**src/rtl/inta_sequencer.sv**
```systemverilog
// 8-input fixed-priority interrupt acknowledge sequencer: two-pulse INTA vector cycle with in-service tracking.
// Optional build macro AEOI_EN: the rising edge of inta_n that ends the vector pulse also clears ISR[idx].
module inta_sequencer (
    input  logic       clk,
    input  logic       rst_n,
    input  logic [7:0] IRR_Output,
    input  logic [7:0] IMR,
    input  logic [4:0] vector_base,
    input  logic       inta_n,
    input  logic       eoi,
    output logic       int_out,
    output logic [7:0] clear_IRR,
    output logic       freeze,
    output logic [7:0] ISR,
    output logic [7:0] data_out,
    output logic       data_oe
);

    typedef enum logic [2:0] {IDLE, PEND, ACK1, WAIT2, ACK2} state_e;

    state_e     state_q, state_d;
    logic       inta_q;
    logic [7:0] isr_q, isr_d;
    logic [7:0] clear_q, clear_d;
    logic [2:0] idx_q, idx_d;
    logic       spurious_q, spurious_d;

    logic [7:0] req, elig, grant, isr_lsb, set_vec, eoi_clr, aeoi_clr;
    logic [2:0] pick_idx;
    logic       inta_fall, inta_rise;

    assign req       = IRR_Output & ~IMR;
    // Isolate the highest-priority in-service bit; only strictly lower indices may interrupt it.
    assign isr_lsb   = isr_q & (~isr_q + 8'd1);
    assign elig      = req & ((isr_q == 8'h00) ? 8'hFF : (isr_lsb - 8'd1));
    assign grant     = elig & (~elig + 8'd1);
    assign inta_fall = inta_q & ~inta_n;
    assign inta_rise = ~inta_q & inta_n;
    assign eoi_clr   = eoi ? isr_lsb : 8'h00;

    always_comb begin
        pick_idx = 3'd7;
        for (int i = 7; i >= 0; i--) begin
            if (elig[i]) pick_idx = 3'(i);
        end
    end

    always_comb begin
        // NOTE: every signal gets a default first so no path leaves it unassigned (no latch).
        state_d    = state_q;
        idx_d      = idx_q;
        spurious_d = spurious_q;
        clear_d    = 8'h00;
        set_vec    = 8'h00;
        aeoi_clr   = 8'h00;
        case (state_q)
            IDLE:  if (|elig) state_d = PEND;
            PEND: begin
                if (inta_fall) begin
                    state_d    = ACK1;
                    idx_d      = pick_idx;
                    spurious_d = ~|elig;
                    set_vec    = grant;
                    clear_d    = grant;
                end
            end
            ACK1:  if (inta_rise) state_d = WAIT2;
            WAIT2: if (inta_fall) state_d = ACK2;
            ACK2: begin
                if (inta_rise) begin
                    state_d = IDLE;
`ifdef AEOI_EN
                    if (!spurious_q) aeoi_clr = 8'h01 << idx_q;
`endif
                end
            end
            default: state_d = IDLE;
        endcase
        // Set after clear so a same-cycle set of the eoi target bit wins.
        isr_d = (isr_q & ~eoi_clr & ~aeoi_clr) | set_vec;
    end

    // NOTE: sequential state uses non-blocking assignments so every register samples pre-edge values.
    always_ff @(posedge clk or negedge rst_n) begin
        if (!rst_n) begin
            state_q    <= IDLE;
            inta_q     <= 1'b1;
            isr_q      <= 8'h00;
            clear_q    <= 8'h00;
            idx_q      <= 3'd0;
            spurious_q <= 1'b0;
        end else begin
            state_q    <= state_d;
            inta_q     <= inta_n;
            isr_q      <= isr_d;
            clear_q    <= clear_d;
            idx_q      <= idx_d;
            spurious_q <= spurious_d;
        end
    end

    assign int_out   = (state_q == PEND);
    assign freeze    = (state_q == ACK1) || (state_q == WAIT2) || ((state_q == ACK2) && !inta_rise);
    assign data_oe   = (state_q == ACK2) && !inta_n;
    assign data_out  = data_oe ? {vector_base, idx_q} : 8'h00;
    assign clear_IRR = clear_q;
    assign ISR       = isr_q;

endmodule
```
**config.mk**
```make
export PLATFORM = sky130hd
export DESIGN_NAME = inta_sequencer
export DESIGN_NICKNAME = d
export VERILOG_FILES = /design/src/rtl/inta_sequencer.sv
export SDC_FILE = /design/constraint.sdc
export NUM_CORES = 1
export LEC_CHECK = 0
export ABC_AREA = 1
export BUFFER_PORTS_ARGS = -buffer_cell sky130_fd_sc_hd__buf_4
export CORE_AREA = 2 2 61 63
export DETAILED_ROUTE_END_ITERATION = 8
export DIE_AREA = 0 0 63 65
export MAX_ROUTING_LAYER = met4
export PLACE_DENSITY = 0.75
export SYNTH_ARGS = -nofsm -noshare
export SYNTH_HDL_FRONTEND = slang
export SYNTH_SLANG_ARGS = --single-unit
```
**constraint.sdc**
```tcl
create_clock -name clk -period 2 [get_ports clk]
set_clock_uncertainty 0.05 [all_clocks]
set_input_delay 0.2 -clock clk [delete_from_list [all_inputs] [get_ports clk]]
set_output_delay 0.2 -clock clk [all_outputs]
set_load 0.01 [all_outputs]
```
==> results of run 1 <==
[final timing paths]
path	endpoint	cells after the start	slack, ns	start
max	data_out[4]	6	0.27	state_q[0]
min	ISR[0]	2	0.03	eoi
max reg2reg	ISR[5]	8	0.47	inta_q
min reg2reg	idx_q[2]	2	0.49	idx_q[2]
max in group asynchronous	inta_q	2	1.37	rst_n
min in group asynchronous	clear_IRR[7]	2	0.25	rst_n
[critical path, stage by stage, from the launching register on]
cell and delay (ns):
dfrtp_1 0.46, nor2_1 0.11, nand2_1 0.08, nor2_1 0.14, inv_1 0.14, nor2_1 0.12
buf_4 0.13
[sequential cells by signal, summed over array words and instances, names as in the netlist]
name       flops
clear_IRR      8
ISR            8
state_q        3
idx_q          3
inta_q         1
[cell type report]
cell class                      instances  share of cell area (%)
Inverter                               39                   8.176
Tap cell                               48                   3.354
Clock inverter                          1                  0.2795
Clock buffer                            3                   1.258
Sequential cell                        23                   32.22
Timing Repair Buffer                   53                   22.50
Multi-Input combinational cell        109                   32.22
[kinds of logic (layout without fill, tap and decap cells)]
logic type	count (synthesis)	in the layout
compound gates	19	19
buf+inv	39	96
flops	23	23
simple gates	90	90
[stage by stage]
step	utilization, %	power (mW)	hold WS [ns]
CTS	51.22	1.368	0.02355
global placement	49.86	1.141	0.05999
detailed placement	49.86	1.145	0.06574
global route	51.22	1.478	0.02009
floorplan	-	0.9582	-0.1456
finish	51.22	1.355	0.02908
[power groups by stage]
stage / Clock, mW / Sequential, mW / Combinational [mW]
after floorplan: 0 / 0.594 / 0.365
after global placement: 0 / 0.597 / 0.543
after detailed placement: 0 / 0.598 / 0.547
after CTS: 0.221 / 0.589 / 0.557
after global routing: 0.243 / 0.604 / 0.630
final: 0.215 / 0.590 / 0.550
[per-layer routing]
layer	vias to the layer above	track usage (%)	part of all wire [%]
met1	565	19.85	45
met4	0	5.833	1.5
li1	641	-	-
met2	23	24.73	50
met3	4	0.8681	2.9
met5	-	-	0
[cell usage in the layout, fill, tap and decap left out, drive strengths merged]
| cell type | instances |
|---|---|
| a21oi | 3 |
| buf | 51 |
| clkbuf | 3 |
| clkinv | 1 |
| dfrtp | 22 |
| dfstp | 1 |
| dlygate4sd3 | 2 |
| inv | 39 |
| nand2 | 31 |
| nand3 | 10 |
| nand4 | 3 |
| nor2 | 42 |
| nor3 | 4 |
| o21ai | 12 |
| o22ai | 3 |
| o31ai | 1 |
[repair_timing]
item	4_1_cts	5_1_grt
hold buffers	2	0
setup buffers	0	0
hold endpoints to repair	24	0
==> key figures, run 1 <==
STA
  – # setup viols final: 0
  – Tmin final: between 1.5 and 2 ns
  – Fmax: approximately 580 MHz
  – Worst Tran Pin Value: 0.3175 ns
  – Final WS setup: 0.2706 ns
  – RSZ-0062 raised after global routing: false
  – Period utilization: approximately 86%
  – Slew Viols, Final: 0
  – Max_slew headroom: between 70% and 80%
  – Final Hold Vio Count: 0
  – Total Neg Setup Slack: 0 ns

Power and ir drop
  – Internal power: between 0.8 and 0.9 mW
  – Clock Power Share: between 10% and 20%
  – LEAKAGE: between 1 and 1.5 nW
  – Net Sw Power: 0.5238 mW
  – Seq pwr share: a little over two fifths
  – Max IR drop VDD: around 0.4 mV
  – P per Cell Area: about 760 nW/um2
  – Sw Ratio: about two fifths
  – Combinational fraction of design power: 40.6%

CTS
  – CTS sink cnt: 23
  – Htree depth: 1
  – Cts bufs inserted: 3
  – Worst skew pair latency: approximately 0.31 ns
  – Number of gates resized after cts: 0
  – CTS tree: built
  – Clock buffer depth: 2
  – CTS clk-pin slew, worst paths: between 0.1 and 0.15 ns
  – Root buf cell: clkbuf_4

Placement
  – Cell Area, Placed: about 1700 um2
  – RePlAce Congestion: around 0.75
  – Place WS: ~0.5 ns
  – Buffers on Ports: 51
  – Post-DP HPWL: about 2300 um
  – Placed cells: 270

GRT
  – Wire length of the first global-routing pass: roughly 4900 um
  – Remaining global-route overflow: 0
  – Largest net degree at the start of global routing: 24
  – GRT Overall Usage: between 10% and 20%
  – Initial antenna violation count: 0
  – Vias in the first global route: ~1100

Drt
  – Remaining antenna violation count: 0
  – Post-route DRC: 0
  – Routed via count: approximately 1200
  – WL/cell: slightly above 10 um
  – Final WL: between 2000 and 3000 um
  – Drt pass-1 iters: 4
  – Starting DRC count in detailed routing: between 50 and 60
  – Vias per inst: between 4 and 5

Cells and area
  – Share of cells above drive strength 1: between 30% and 40%
  – Number of fill cells in the layout: around 360
  – Synth-to-Final Area Change: 37.73%
  – Multi-input logic area: between 500 and 600 um2
  – Fin nets: 254
  – Fin cells: approximately 280
  – Reg area: about 580 um2
  – Ant. Diodes: 0
  – Design Area, Final: around 1800 um2

Yosys
  – Mapped Area: 1300 um2
  – EDFF count, synth: 0
  – Most common library cells after synthesis: 34 x inv_1, 33 x nor2_1, 26 x nand2_1
  – Asr flop ratio synth: 100.0%
  – Yosys warning count: 0
  – Yosys top cell area share: 42.35%
  – Mapped Cells: approximately 170
  – Primary FF master, synth: dfrtp_1
  – Synth Register Bits: 23
  – Most common cell in the netlist: inv_1
  – Post-synth top area cell: dfrtp_1
  – Largest family of logic cells by synthesized area: simple AND/OR/NAND/NOR gates
  – Avg Inst Size Synth: roughly 7.6 um2
  – Syn_nets: 196
  – Largest cells by area after synthesis: dfrtp_1 42%, inv_1 9.8%, nor2_1 9.5%
  – Yosys cell types: 24
  – Compound-Gate Fraction of Synth Area: ~8.6%
  – Area share of xor/xnor cells in the synthesized design: 0%
  – Multiplexer share of the synthesized area: 0%
  – Simple-Gate Fraction of Synth Area: a little over a third
  – Post-Synth Adder-Cell Area: 0%
  – Sequential fraction of the synthesis area: between 40% and 50%

Floorplan
  – Chip height: between 60 and 70 um
  – Die area: 4095 um2
  – Io pins: between 50 and 60
  – Die width: 63 um
  – Starting density of the core: 37.19%
  – Num rows: 22
  – Core area: 3496 um2

Hold path
  – Hold crit path type: input pin to flop

Worst setup path
  – WS Path Type: flop to output pin
  – Data required, critical path: 1.75 ns
  – Critical path arrival: 1.48 ns
  – Crit. End Element: output pin
  – Critical Path Source Type: flop
  – CP max FO: 8

Outcome
  – Status: completed

Flow run
  – Max Cap Viol: 0
Note: power is estimated with default switching activity, not from simulation.
==> run 2, diff against run 1 <==
Settings changed: CORE_AREA 2 2 61 63 to 2 2 56 58, DIE_AREA 0 0 63 65 to 0 0 58 60, PLACE_DENSITY 0.75 to 0.86.
==> key figures, run 2 (synthesis results as in run 1) <==
Power and ir drop
  – Combinational fraction of design power: 41.1%
  – Max IR drop VDD: between 0.4 and 0.5 mV
  – LEAKAGE: 1.017 nW
  – Clock Power Share: between 15 and 20%
  – Internal power: 0.8313 mW
  – Seq pwr share: between 40% and 50%
  – Sw Ratio: between 30% and 40%
  – Net Sw Power: roughly 0.52 mW
  – P per Cell Area: approximately 770 nW/um2

STA
  – Worst Tran Pin Value: ~0.34 ns
  – Total Neg Setup Slack: 0 ns
  – Max_slew headroom: between 70% and 80%
  – # setup viols final: 0
  – Slew Viols, Final: 0
  – RSZ-0062 raised after global routing: false
  – Tmin final: ~1.7 ns
  – Fmax: around 570 MHz
  – Final Hold Vio Count: 0
  – Final WS setup: around 0.25 ns
  – Period utilization: approximately 87%

Cells and area
  – Reg area: between 500 and 600 um2
  – Ant. Diodes: 0
  – Share of cells above drive strength 1: 35.09%
  – Synth-to-Final Area Change: 36.28%
  – Most common cell after layout, fill and taps aside: buf_4
  – Multi-input logic area: about 580 um2
  – Fin nets: between 200 and 300
  – Commonest non-fill, non-tap cells in the layout: 51 x buf_4, 34 x inv_1, 33 x nor2_1, 26 x nand2_1, 22 x dfrtp_1
  – Number of fill cells in the layout: roughly 270

Drt
  – Drt pass-1 iters: 4
  – Routed via count: ~1300
  – Remaining antenna violation count: 0
  – Post-route DRC: 0
  – Final WL: 2909 um
  – WL/cell: 11.15 um
  – Starting DRC count in detailed routing: 25
  – Vias per inst: 4.862

Placement
  – Buffers on Ports: just over 50
  – Place WS: slightly below 0.5 ns
  – RePlAce Congestion: around 0.87
  – Post-DP HPWL: 2265 um

GRT
  – Largest net degree at the start of global routing: 24
  – Initial antenna violation count: 0
  – GRT Overall Usage: a little under a fifth
  – Wire length of the first global-routing pass: around 5000 um
  – Vias in the first global route: between 1000 and 1500
  – Remaining global-route overflow: 0

CTS
  – Worst skew pair latency: between 0.3 and 0.4 ns
  – Clock buffer depth: 2
  – Cts bufs inserted: 3
  – CTS sink cnt: 23
  – Root buf cell: clkbuf_4
  – CTS clk-pin slew, worst paths: 0.12 ns
  – Post-CTS Repair Setup Buffers: 0
  – Htree depth: 1
  – CTS tree: built

Worst setup path
  – WS Path Type: flop to output pin
  – Most frequent CP cell: nor2_1
  – Crit. End Element: output pin
  – CP max stage delay: roughly 0.44 ns
  – Slowest CP cell: dfrtp_1
  – CP max FO: 8
  – Critical Path Source Type: flop
  – Critical path arrival: ~1.5 ns
  – Data required, critical path: 1.75 ns
  – Crit path cell chain: nor2_1 -> nand2_1 -> nor2_1 -> inv_1 -> nor2_1 -> buf_4

Floorplan
  – Core area: 2903 um2
  – Starting density of the core: 44.78%
  – Io pins: 52
  – Chip height: roughly 60 um
  – Die width: just under 60 um
  – Num rows: 20
  – Die area: between 3000 and 4000 um2

Outcome
  – Status: completed

Flow run
  – Max Cap Viol: 0

Hold path
  – Hold crit path type: input pin to flop
[run 2: cell counts in the layout (fill, tap and decap cells not counted)]
Identical to the previous run, type by type.
[run 2: final cells by class]
class / instances / area share [%]
clock inverters: 1 / 0.2825
clock buffers: 3 / 1.271
well taps: 33 / 2.331
inverters: 39 / 8.263
flip-flops and latches: 23 / 32.56
multi-input cells: 109 / 32.56
repair buffers: 53 / 22.74
[run 2: metrics by stage]
step           total power, mW  cells  utilization, %  cell area, um2  hold WS [ns]
2_1_floorplan           0.9582    171               -            1300       -0.1456
6_report                 1.356    261           61.03            1772       0.04005
5_1_grt                  1.472    261           61.03            1772       0.02934
3_5_place_dp             1.146    255           59.40            1724       0.05682
4_1_cts                  1.361    261           61.03            1772       0.03803
3_3_place_gp             1.135    255           59.40            1724       0.05183
[run 2: critical path: cells and delay by family (launching register included)]
kind,cells,cell delay [ns]
and+or+nand+nor,4,0.48
DFF,1,0.44
buffers and inverters,2,0.28
[run 2: per-layer routing]
layer | GRT usage (%) | share of wire (%) | vias to the layer above
li1 | - | - | 637
met1 | 22.53 | 43 | 572
met2 | 31.33 | 48 | 52
met3 | 3.030 | 7.3 | 8
met4 | 9.302 | 2.2 | 0
met5 | - | 0 | -
[run 2: timing repair]
item	in CTS	in global routing
hold endpoints to repair	24	0
hold buffers	2	0
resized for setup	0	0
[run 2: power by group through the flow]
stage	registers, mW	clock network, mW	logic (mW)
2_1_floorplan	0.594	0	0.365
3_3_place_gp	0.595	0	0.540
3_5_place_dp	0.596	0	0.550
4_1_cts	0.587	0.216	0.558
5_1_grt	0.597	0.242	0.634
6_report	0.587	0.212	0.557
[run 2: final timing paths]
check / from / endpoint / slack (ns) / cells past startpoint
min in group asynchronous: rst_n / clear_IRR[2] / 0.26 / 2
max reg2reg: inta_q / clear_IRR[6] / 0.45 / 8
max: state_q[1] / data_out[3] / 0.25 / 6
max in group asynchronous: rst_n / inta_q / 1.36 / 2
min: eoi / ISR[0] / 0.04 / 2
min reg2reg: idx_q[2] / idx_q[2] / 0.48 / 2
